[src/rtl/sram_arbiter.sv]
// sram_arbiter: shares one asynchronous SRAM between the instruction fetch
// port (IF) and the data port (MEM). Data accesses win over fetches. Every
// access lasts WAIT_CYCLES+1 cycles, and all SRAM pins come straight from
// registers.
//
// Handshake: a requester raises *_REQ together with its address and data.
// The arbiter samples the request only in IDLE or on the final cycle of an
// access. That cycle is "cycle 0", and the access then occupies cycles 1..N.
// Completion is a one-cycle *_VALID pulse in cycle N+1. A request that is
// still high on a final cycle counts as a new access and is chained with no
// gap. A request may drop once it has been selected, and the selected access
// still completes.
//
// WAIT_CYCLES has a legal range of 1..7. The 3-bit counter runs from 0 up to
// WAIT_CYCLES, so it covers N = 2..8.
module sram_arbiter #(
  parameter int WAIT_CYCLES = 1
) (
  input  logic        CLK,
  input  logic        RST,
  input  logic        IF_REQ,
  input  logic [31:0] IF_ADDR,
  output logic [31:0] IF_DATA,
  output logic        IF_VALID,
  input  logic        MEM_REQ,
  input  logic        MEM_WE,
  input  logic [31:0] MEM_ADDR,
  input  logic [31:0] MEM_WDATA,
  input  logic [3:0]  MEM_BE,
  output logic [31:0] MEM_RDATA,
  output logic        MEM_VALID,
  output logic        STALL_REQ_STR,
  output logic [19:0] BASE_ADDR,
  output logic [31:0] BASE_DATA_O,
  input  logic [31:0] BASE_DATA_I,
  output logic        BASE_DATA_OE,
  output logic        BASE_CE_N,
  output logic        BASE_OE_N,
  output logic        BASE_WE_N,
  output logic [3:0]  BASE_BE_N,
  output logic [1:0]  DBG_STATE
);

  typedef enum logic [1:0] {
    IDLE   = 2'd0,
    IF_ACC = 2'd1,
    MEM_RD = 2'd2,
    MEM_WR = 2'd3
  } state_t;

  // Counter value in the final access cycle (cycle N), and in cycle N-1.
  // The write strobe is released at the end of cycle N-1.
  localparam logic [2:0] LAST_IDX = 3'(WAIT_CYCLES);
  localparam logic [2:0] WE_IDX   = 3'(WAIT_CYCLES - 1);

  state_t      state_q;
  logic [2:0]  cnt_q;
  logic        if_valid_q;
  logic        mem_valid_q;
  logic [31:0] if_data_q;
  logic [31:0] mem_rdata_q;
  logic [19:0] addr_q;
  logic [31:0] data_o_q;
  logic        data_oe_q;
  logic        ce_n_q;
  logic        oe_n_q;
  logic        we_n_q;
  logic [3:0]  be_n_q;
  logic        last_cycle;

  // Only word address bits [21:2] reach the SRAM.
  logic unused_addr_bits;
  assign unused_addr_bits = ^{IF_ADDR[31:22], IF_ADDR[1:0],
                              MEM_ADDR[31:22], MEM_ADDR[1:0]};

  // High in cycle N of any access.
  assign last_cycle = (state_q != IDLE) && (cnt_q == LAST_IDX);

  // Structural stall: a data request is pending, or a data access is in flight.
  assign STALL_REQ_STR = MEM_REQ || (state_q == MEM_RD) || (state_q == MEM_WR);

  // Drive the outputs from registers.
  assign IF_DATA      = if_data_q;
  assign IF_VALID     = if_valid_q;
  assign MEM_RDATA    = mem_rdata_q;
  assign MEM_VALID    = mem_valid_q;
  assign BASE_ADDR    = addr_q;
  assign BASE_DATA_O  = data_o_q;
  assign BASE_DATA_OE = data_oe_q;
  assign BASE_CE_N    = ce_n_q;
  assign BASE_OE_N    = oe_n_q;
  assign BASE_WE_N    = we_n_q;
  assign BASE_BE_N    = be_n_q;
  assign DBG_STATE    = state_q;

  // Arbitration FSM: access sequencing, data capture, and registered SRAM pins.
  always_ff @(posedge CLK) begin
    if (!RST) begin
      state_q     <= IDLE;
      cnt_q       <= 3'd0;
      if_valid_q  <= 1'b0;
      mem_valid_q <= 1'b0;
      if_data_q   <= 32'd0;
      mem_rdata_q <= 32'd0;
      addr_q      <= 20'd0;
      data_o_q    <= 32'd0;
      data_oe_q   <= 1'b0;
      ce_n_q      <= 1'b1;
      oe_n_q      <= 1'b1;
      we_n_q      <= 1'b1;
      be_n_q      <= 4'hF;
    end else begin
      if_valid_q  <= 1'b0;
      mem_valid_q <= 1'b0;

      // Mid-access: advance the counter and end the write pulse one cycle early.
      if (state_q != IDLE && !last_cycle) begin
        cnt_q <= cnt_q + 3'd1;
        if (state_q == MEM_WR && cnt_q == WE_IDX) begin
          we_n_q <= 1'b1;
        end
      end

      // Final cycle: capture read data and schedule the completion pulse.
      if (last_cycle) begin
        case (state_q)
          IF_ACC: begin
            if_data_q  <= BASE_DATA_I;
            if_valid_q <= 1'b1;
          end
          MEM_RD: begin
            mem_rdata_q <= BASE_DATA_I;
            mem_valid_q <= 1'b1;
          end
          MEM_WR: mem_valid_q <= 1'b1;
          default: ;
        endcase
      end

      // Selection point: pick the next access, giving data priority over fetch.
      if (state_q == IDLE || last_cycle) begin
        cnt_q <= 3'd0;
        if (MEM_REQ) begin
          addr_q <= MEM_ADDR[21:2];
          ce_n_q <= 1'b0;
          if (MEM_WE) begin
            state_q   <= MEM_WR;
            oe_n_q    <= 1'b1;
            we_n_q    <= 1'b0;
            be_n_q    <= ~MEM_BE;
            data_oe_q <= 1'b1;
            data_o_q  <= MEM_WDATA;
          end else begin
            state_q   <= MEM_RD;
            oe_n_q    <= 1'b0;
            we_n_q    <= 1'b1;
            be_n_q    <= 4'h0;
            data_oe_q <= 1'b0;
          end
        end else if (IF_REQ) begin
          state_q   <= IF_ACC;
          addr_q    <= IF_ADDR[21:2];
          ce_n_q    <= 1'b0;
          oe_n_q    <= 1'b0;
          we_n_q    <= 1'b1;
          be_n_q    <= 4'h0;
          data_oe_q <= 1'b0;
        end else begin
          state_q   <= IDLE;
          ce_n_q    <= 1'b1;
          oe_n_q    <= 1'b1;
          we_n_q    <= 1'b1;
          be_n_q    <= 4'hF;
          data_oe_q <= 1'b0;
        end
      end
    end
  end

endmodule

[config.mk]
export PLATFORM = sky130hd
export DESIGN_NAME = sram_arbiter
export DESIGN_NICKNAME = d
export VERILOG_FILES = /design/src/rtl/sram_arbiter.sv
export SDC_FILE = /design/constraint.sdc
export NUM_CORES = 1
export LEC_CHECK = 0
export ABC_AREA = 1
export BUFFER_PORTS_ARGS = -buffer_cell sky130_fd_sc_hd__buf_4
export CAP_MARGIN = 15
export CORE_MARGIN = 1
export CORE_UTILIZATION = 45
export DETAILED_ROUTE_END_ITERATION = 10
export PLACE_DENSITY = 0.84
export SYNTH_ARGS = -nofsm -noshare
export SYNTH_HDL_FRONTEND = slang
export SYNTH_SLANG_ARGS = --single-unit
[constraint.sdc]
create_clock -name CLK -period 3.6 [get_ports CLK]
set_input_delay 0.18 -clock CLK [delete_from_list [all_inputs] [get_ports CLK]]
set_output_delay 0.18 -clock CLK [all_outputs]
set_load 0.01 [all_outputs]
==> results of run 1 <==
==> through the flow <==
step / setup slack (ns) / std cells / power, uW / util (%) / hold WS (ns)
after floorplan: 2.29 / 737 / 2340 / - / 0.346
after global placement: 1.68 / 1079 / 2760 / 61.7 / 0.439
after detailed placement: 1.65 / 1079 / 2780 / 61.7 / 0.445
after CTS: 1.63 / 1111 / 4510 / 66.9 / 0.0160
after global routing: 1.41 / 1111 / 4720 / 66.9 / 0.0231
final: 1.59 / 1111 / 4480 / 66.9 / 0.0297
==> report_power, final <==
part           switching (uW)  leakage, uW  total, uW  internal (uW)
Sequential               94.4      0.00107       1720           1630
Combinational             573      0.00235       1030            460
Clock                     600     0.000287       1720           1120
Total                    1270      0.00371       4480           3210
==> metal layers <==
| layer | vias up | share of wire, % | GRT usage [%] |
|---|---|---|---|
| li1 | 2724 | - | - |
| met1 | 2311 | 42 | 25.9 |
| met2 | 169 | 49 | 38.6 |
| met3 | 20 | 7.3 | 7.70 |
| met4 | 0 | 1.6 | 8.36 |
| met5 | - | 0 | 0 |
==> synthesized netlist by cell type <==
master,number
nor2_1,233
nand2_1,147
dfxtp_1,131
o21ai_0,66
a21oi_1,34
nand3b_1,32
inv_1,29
clkbuf_1,22
buf_2,11
buf_4,9
inv_2,5
buf_6,4
nand3_1,4
ha_1,3
nand2_2,3
buf_1,1
nand3_2,1
nor3_1,1
or2_1,1
==> flip-flops by register name, summed over array words and instances, names as in the netlist <==
register / flops
IF_DATA: 32
DBG_STATE: 2
IF_VALID: 1
MEM_RDATA: 32
cnt_q: 3
BASE_ADDR: 20
BASE_OE_N: 1
MEM_VALID: 1
BASE_BE_N: 4
BASE_CE_N: 1
BASE_WE_N: 1
BASE_DATA_O: 32
BASE_DATA_OE: 1
==> worst max-delay path, delay by kind of cell (launching register included) <==
kind	cells	cell delay (ns)
buf+inv	1	0.45
simple gates	5	0.86
fa+ha+maj	1	0.20
flops	1	0.38
==> logic make-up after synthesis <==
logic type      Yosys count
simple gates            422
flops                   131
buf+inv                  81
compound gates          100
fa+ha+maj                 3
==> how the worst max path moves through the flow <==
stage	from	to	slack [ns]	depth (start not counted)
global placement	cnt_q[0]	BASE_DATA_O[9]	1.68	7
CTS	cnt_q[0]	BASE_DATA_O[11]	1.63	7
global route	cnt_q[0]	BASE_DATA_O[14]	1.41	7
finish	cnt_q[0]	BASE_DATA_O[11]	1.59	7
floorplan	cnt_q[0]	IF_DATA[22]	2.29	7
detailed placement	cnt_q[0]	BASE_DATA_O[11]	1.65	7
==> layout make-up <==
class | count | area [um2] | area share [%]
inverter | 34 | 128 | 1.67
clock buffer | 23 | 468 | 6.13
sequential | 131 | 2620 | 34.3
tap | 143 | 179 | 2.34
timing repair buffer | 246 | 1850 | 24.2
clock inverter | 9 | 129 | 1.69
multi-input combinational | 525 | 2260 | 29.7
==> summary.txt, run 1 <==
Yosys
  – Yosys reg bits: 131
  – Synthesized area: 5270 um2
  – Post-synth top area cell: dfxtp_1
  – Post-synthesis mux area share: 0%
  – Sequential element share of the synthesized area: 49.8%
  – XOR/XNOR Fraction of Synth Area: 0%
  – Avg Inst Size Synth: 7.15 um2
  – Ys Warns: 0
  – Synth Instances: 737
  – Post-synthesis adder-cell area fraction: 0.712%
  – Share of Yosys cell area claimed by the top area cell type: 49.8%
  – Synth top area cells: dfxtp_1 (50%), nor2_1 (17%), nand2_1 (10%)
  – Mapped Nets: 877
  – Post-synthesis compound-gate area fraction: 9.50%
  – Post-synthesis simple-gate area fraction: 32.8%
  – Synth unique cells: 19
  – Combinational family with the most area after synthesis: simple AND/OR/NAND/NOR gates

Detailed routing
  – DRC viols: 0
  – DR vias/cell: 4.70
  – DRT antenna net count: 0
  – Final wirelength: 14,200 um
  – Vias: 5,224
  – DRT Pass-1 Iters: 5
  – Per-cell routed wire length: 12.8 um
  – 1st-iter DRT viols: 299

Worst setup path
  – Worst path slowest cell: nand2_2
  – Crit end category: flip-flop
  – FF-to-FF path depth: 7
  – Setup CP Type: reg2reg
  – Worst reg2reg startpoint: cnt_q[0]
  – Critical-path maximum fanout: 37
  – Critical R2R Capture: BASE_DATA_O[11]
  – Peak per-stage delay on the critical path: 0.47 ns
  – Crit path DAT: 2.31 ns
  – Most used cell, CP: nand2_2
  – CP required: 3.89 ns
  – CP cell instances: ha_1 -> nand2_2 -> nand2_2 -> buf_4 -> nand3b_1 -> nand2_1 -> nor2_1
  – CP startpoint kind: flip-flop
  – R2R setup slack: 1.59 ns

CTS
  – Clk Latency, worst-skew pair: 0.41 ns
  – Reg clk slew, reported paths: 0.06 ns
  – Post-CTS Setup Inserts: 0
  – Cts hold-fix bufs: 0
  – Post-CTS Resized: 0
  – Root Driver: clkbuf_16
  – TritonCTS buffer count: 17
  – Longest Clk Path Bufs: 2
  – CTS HTree Levels: 4
  – CTS tree: done
  – CTS Sinks: 131

Global route
  – Gr ovfl total: 0
  – Initial antenna violation count: 0
  – First-pass GRT wire length: 21,000 um
  – Largest net degree at the start of global routing: 86
  – Vias in the first global route: 4,445
  – Tot GR Track Use: 22.5%

STA
  – Final setup viols: 0
  – Final Hold Fails: 0
  – Worst slew pin tran: 1.03 ns
  – Max Clock Freq: 497 MHz
  – Clk_skew: 0.00844 ns
  – Fin Setup TNS: 0 ns
  – Fin crit period: 2.01 ns
  – Max-slew violations: 0
  – RSZ-0062 raised after global routing: false
  – Slew margin rel.: 31.2%
  – Fin crit share: 55.9%

Power and ir drop
  – Pleak: 0.00371 uW
  – VDD IR max: 0.000336 V
  – Pwr dens: 586 nW/um2

Worst hold path
  – Hold path cells: 3
  – Hold Path Class: in2reg
  – Hold Path Sink: MEM_RDATA[30]
  – Hold path startpoint: BASE_DATA_I[30]

Floorplanning
  – Core ar.: 11,400 um2
  – Top Ports: 266
  – Starting density of the core: 46.1%
  – Die Span Y: 110 um
  – Row cnt: 39
  – Die ar.: 12,100 um2
  – Die Wd: 110 um

Placement
  – Hpwl dp: 9630 um
  – Final GP Congestion: 0.778
  – Post-DP Area: 7040 um2
  – PortBufs: 241

Final layout
  – Nets: 1,095
  – Leading cell type in the layout, fill and taps excluded: buf_4
  – # diodes: 0
  – Finished Cell Area: 7640 um2
  – Most frequent cells in the layout: buf_4 (246), nor2_1 (233), nand2_1 (147)
  – Fillcell total: 1,006
  – Area Overhead vs Synth: 45.0%
  – Layout cells sized above 1: 29.2%

Status
  – Outcome: finished clean

Flow run
  – Max-capacitance violation count: 0
Note: power is estimated with default switching activity, not from simulation.
==> inputs of run 2 (changes only) <==
- CORE_UTILIZATION: 45 -> 41
- PLACE_DENSITY: 0.84 -> 0.81
- clock period: 3.6 -> 1.8 ns (I/O delays scaled with it)
==> run 2 against run 1 <==
Compared with the run above: critical path depth stayed put; sequential cell count stayed put; highest routed layer unchanged; worst setup slack worse by 1.3 ns; via count is 13% higher; sequential power is 100% higher; core utilization is 3.3 points higher; largest power group is now clock; count of clock-buffer cells in the layout is 4 lower; final cell count is 13% higher.
==> summary.txt, run 2 (synthesized netlist as in run 1, its figures left out) <==
Status
  – Outcome: finished clean

Placement
  – Hpwl dp: 10,100 um (+4.7%)
  – PortBufs: 241 (unchanged)
  – Post-DP Area: 7190 um2 (+2.2%)
  – Final GP Congestion: 0.763 (-2.0%)

Floorplanning
  – Die Span Y: 115 um (+4.7%)
  – Die ar.: 13,300 um2 (+9.6%)
  – Die Wd: 115 um (+4.7%)
  – Core ar.: 12,600 um2 (+10%)
  – Row cnt: 41 (+5.1%)
  – Top Ports: 266 (unchanged)
  – Starting density of the core: 41.9% (-4.2 points)

Worst setup path
  – Setup CP Type: reg2reg
  – Top Family by Delay on Critical Path: flip-flops
  – CP bufs+invs: 2 (+1)
  – Most used cell, CP: nor2_1
  – CP required: 2.10 ns (-1.79 ns)
  – Crit path DAT: 1.84 ns (-0.47 ns)
  – CP startpoint kind: flip-flop
  – Crit end category: flip-flop
  – CP cell instances: ha_1 -> inv_1 -> nor2_1 -> nand2_1 -> buf_4 -> o21ai_0 -> nor2_1
  – Worst path slowest cell: dfxtp_1
  – Critical-path maximum fanout: 18 (-51%)
  – Peak per-stage delay on the critical path: 0.38 ns (-0.09 ns)
  – FF-to-FF path depth: 7 (unchanged)
  – R2R setup slack: 0.26 ns (-1.33 ns)
  – Worst reg2reg startpoint: cnt_q[0]
  – Critical R2R Capture: IF_DATA[7]

Detailed routing
  – Vias: 5,924 (+13%)
  – Per-cell routed wire length: 13.8 um (+7.6%)
  – DRT antenna net count: 0 (unchanged)
  – DRT Pass-1 Iters: 5 (unchanged)
  – DR vias/cell: 4.73 (+0.63%)
  – 1st-iter DRT viols: 521 (+74%)
  – Final wirelength: 17,200 um (+21%)
  – DRC viols: 0 (unchanged)

Global route
  – Tot GR Track Use: 25.7% (+3.2 points)
  – Met3 Usage GRT: 6.96% (-0.74 points)
  – Vias in the first global route: 5,754 (+29%)
  – Gr ovfl total: 0 (unchanged)
  – Initial antenna violation count: 0 (unchanged)
  – GR met1 Demand/Resource: 26.5% (+0.62 points)
  – Met2 usage: 47.2% (+8.7 points)
  – GRT busiest layer: met2
  – Largest net degree at the start of global routing: 71 (-17%)
  – First-pass GRT wire length: 26,500 um (+26%)

CTS
  – CTS tree: done
  – Post-CTS Resized: 0 (unchanged)
  – TritonCTS buffer count: 17 (unchanged)
  – Cts hold-fix bufs: 103 (+103)
  – CTS Sinks: 131 (unchanged)
  – Clk Latency, worst-skew pair: 0.41 ns (about the same)
  – Longest Clk Path Bufs: 2 (unchanged)
  – Post-CTS Setup Inserts: 0 (unchanged)
  – Root Driver: clkbuf_16
  – Reg clk slew, reported paths: 0.06 ns (about the same)
  – CTS HTree Levels: 4 (unchanged)

STA
  – Final setup viols: 0 (unchanged)
  – Clk_skew: 0.00734 ns (-0.00110 ns)
  – RSZ-0062 raised after global routing: false
  – Worst slew pin tran: 0.318 ns (-0.712 ns)
  – Fin crit share: 85.6% (+30 points)
  – Max Clock Freq: 649 MHz (+31%)
  – Fin crit period: 1.54 ns (-0.473 ns)
  – Slew margin rel.: 78.8% (+48 points)
  – Max-slew violations: 0 (unchanged)
  – Fin Setup TNS: 0 ns (unchanged)
  – Final Hold Fails: 0 (unchanged)

Power and ir drop
  – Sw Share: 29.3% (+1.0 points)
  – P_int: 6600 uW (+110%)
  – Pleak: 0.00421 uW (+14%)
  – Clk pwr share: 37.5% (-1.0 points)
  – Flop pwr share: 37.0% (-1.4 points)
  – VDD IR max: 0.000569 V (+69%)
  – Power Total: 9340 uW (+110%)
  – Pwr dens: 1060 nW/um2 (+81%)
  – Combinational share of power: 25.6% (+2.5 points)
  – NetSw: 2740 uW (+120%)

Worst hold path
  – Hold Path Class: in2reg
  – Hold Path Sink: BASE_ADDR[2]
  – Hold path startpoint: MEM_ADDR[4]
  – Hold path cells: 5 (+2)

Final layout
  – Layout cells sized above 1: 27.3% (-1.9 points)
  – Leading cell type in the layout, fill and taps excluded: buf_4
  – Area Overhead vs Synth: 67.5%
  – Finished Cell Area: 8830 um2 (+16%)
  – Utilization after layout: 70.2% (+3.3 points)
  – # diodes: 0 (unchanged)
  – Most frequent cells in the layout: buf_4 (251), nor2_1 (233), nand2_1 (147)
  – Nets: 1,207 (+10%)
  – Fillcell total: 902 (-10%)

Flow run
  – Max-capacitance violation count: 0 (unchanged)
==> run 2: cell type report <==
class                           instances  area, um2  area share, %
Sequential cell                       131       2620           29.7
Tap cell                              172        215           2.44
Clock buffer                           19        443           5.02
Timing Repair Buffer                  358       3000           33.9
Multi-Input combinational cell        525       2260           25.7
Clock inverter                         13        159           1.80
Inverter                               34        128           1.45
==> run 2: worst max path at each step <==
stage	from	cells past startpoint	to	slack (ns)
3_5_place_dp	cnt_q[0]	7	IF_DATA[22]	0.25
4_1_cts	cnt_q[0]	8	MEM_RDATA[16]	0.25
2_1_floorplan	cnt_q[0]	7	IF_DATA[22]	0.49
6_report	cnt_q[0]	7	IF_DATA[7]	0.26
3_3_place_gp	cnt_q[0]	7	IF_DATA[3]	0.35
5_1_grt	cnt_q[0]	7	IF_DATA[22]	0.06
==> run 2: worst reg2reg max path: stages, from the launching register on <==
cell and delay (ns):
dfxtp_1 0.38, ha_1 0.20, inv_1 0.06, nor2_1 0.12
nand2_1 0.15, buf_4 0.24, o21ai_0 0.21, nor2_1 0.08
==> run 2: routing by layer <==
| layer | part of all wire, % | vias up |
|---|---|---|
| met3 | 6.5 | 48 |
| li1 | - | 2960 |
| met5 | 0 | - |
| met4 | 3.2 | 0 |
| met1 | 38 | 2678 |
| met2 | 52 | 238 |
==> run 2: stage by stage <==
stage	worst slack, ns	std cells	hold WS, ns
after detailed placement	0.247	1117	0.357
after floorplan	0.492	737	0.256
after CTS	0.246	1252	0.000155
final	0.259	1252	0.0175
after global placement	0.346	1117	0.349
after global routing	0.0640	1252	0.0293
==> run 2: power groups by stage <==
stage                     sequential, uW  combinational, uW  clock [uW]
after floorplan                     3640               1040           0
after global placement              3480               2120           0
after detailed placement            3500               2140           0
after CTS                           3440               2340        3550
after global routing                3490               2630        3680
final                               3450               2390        3500
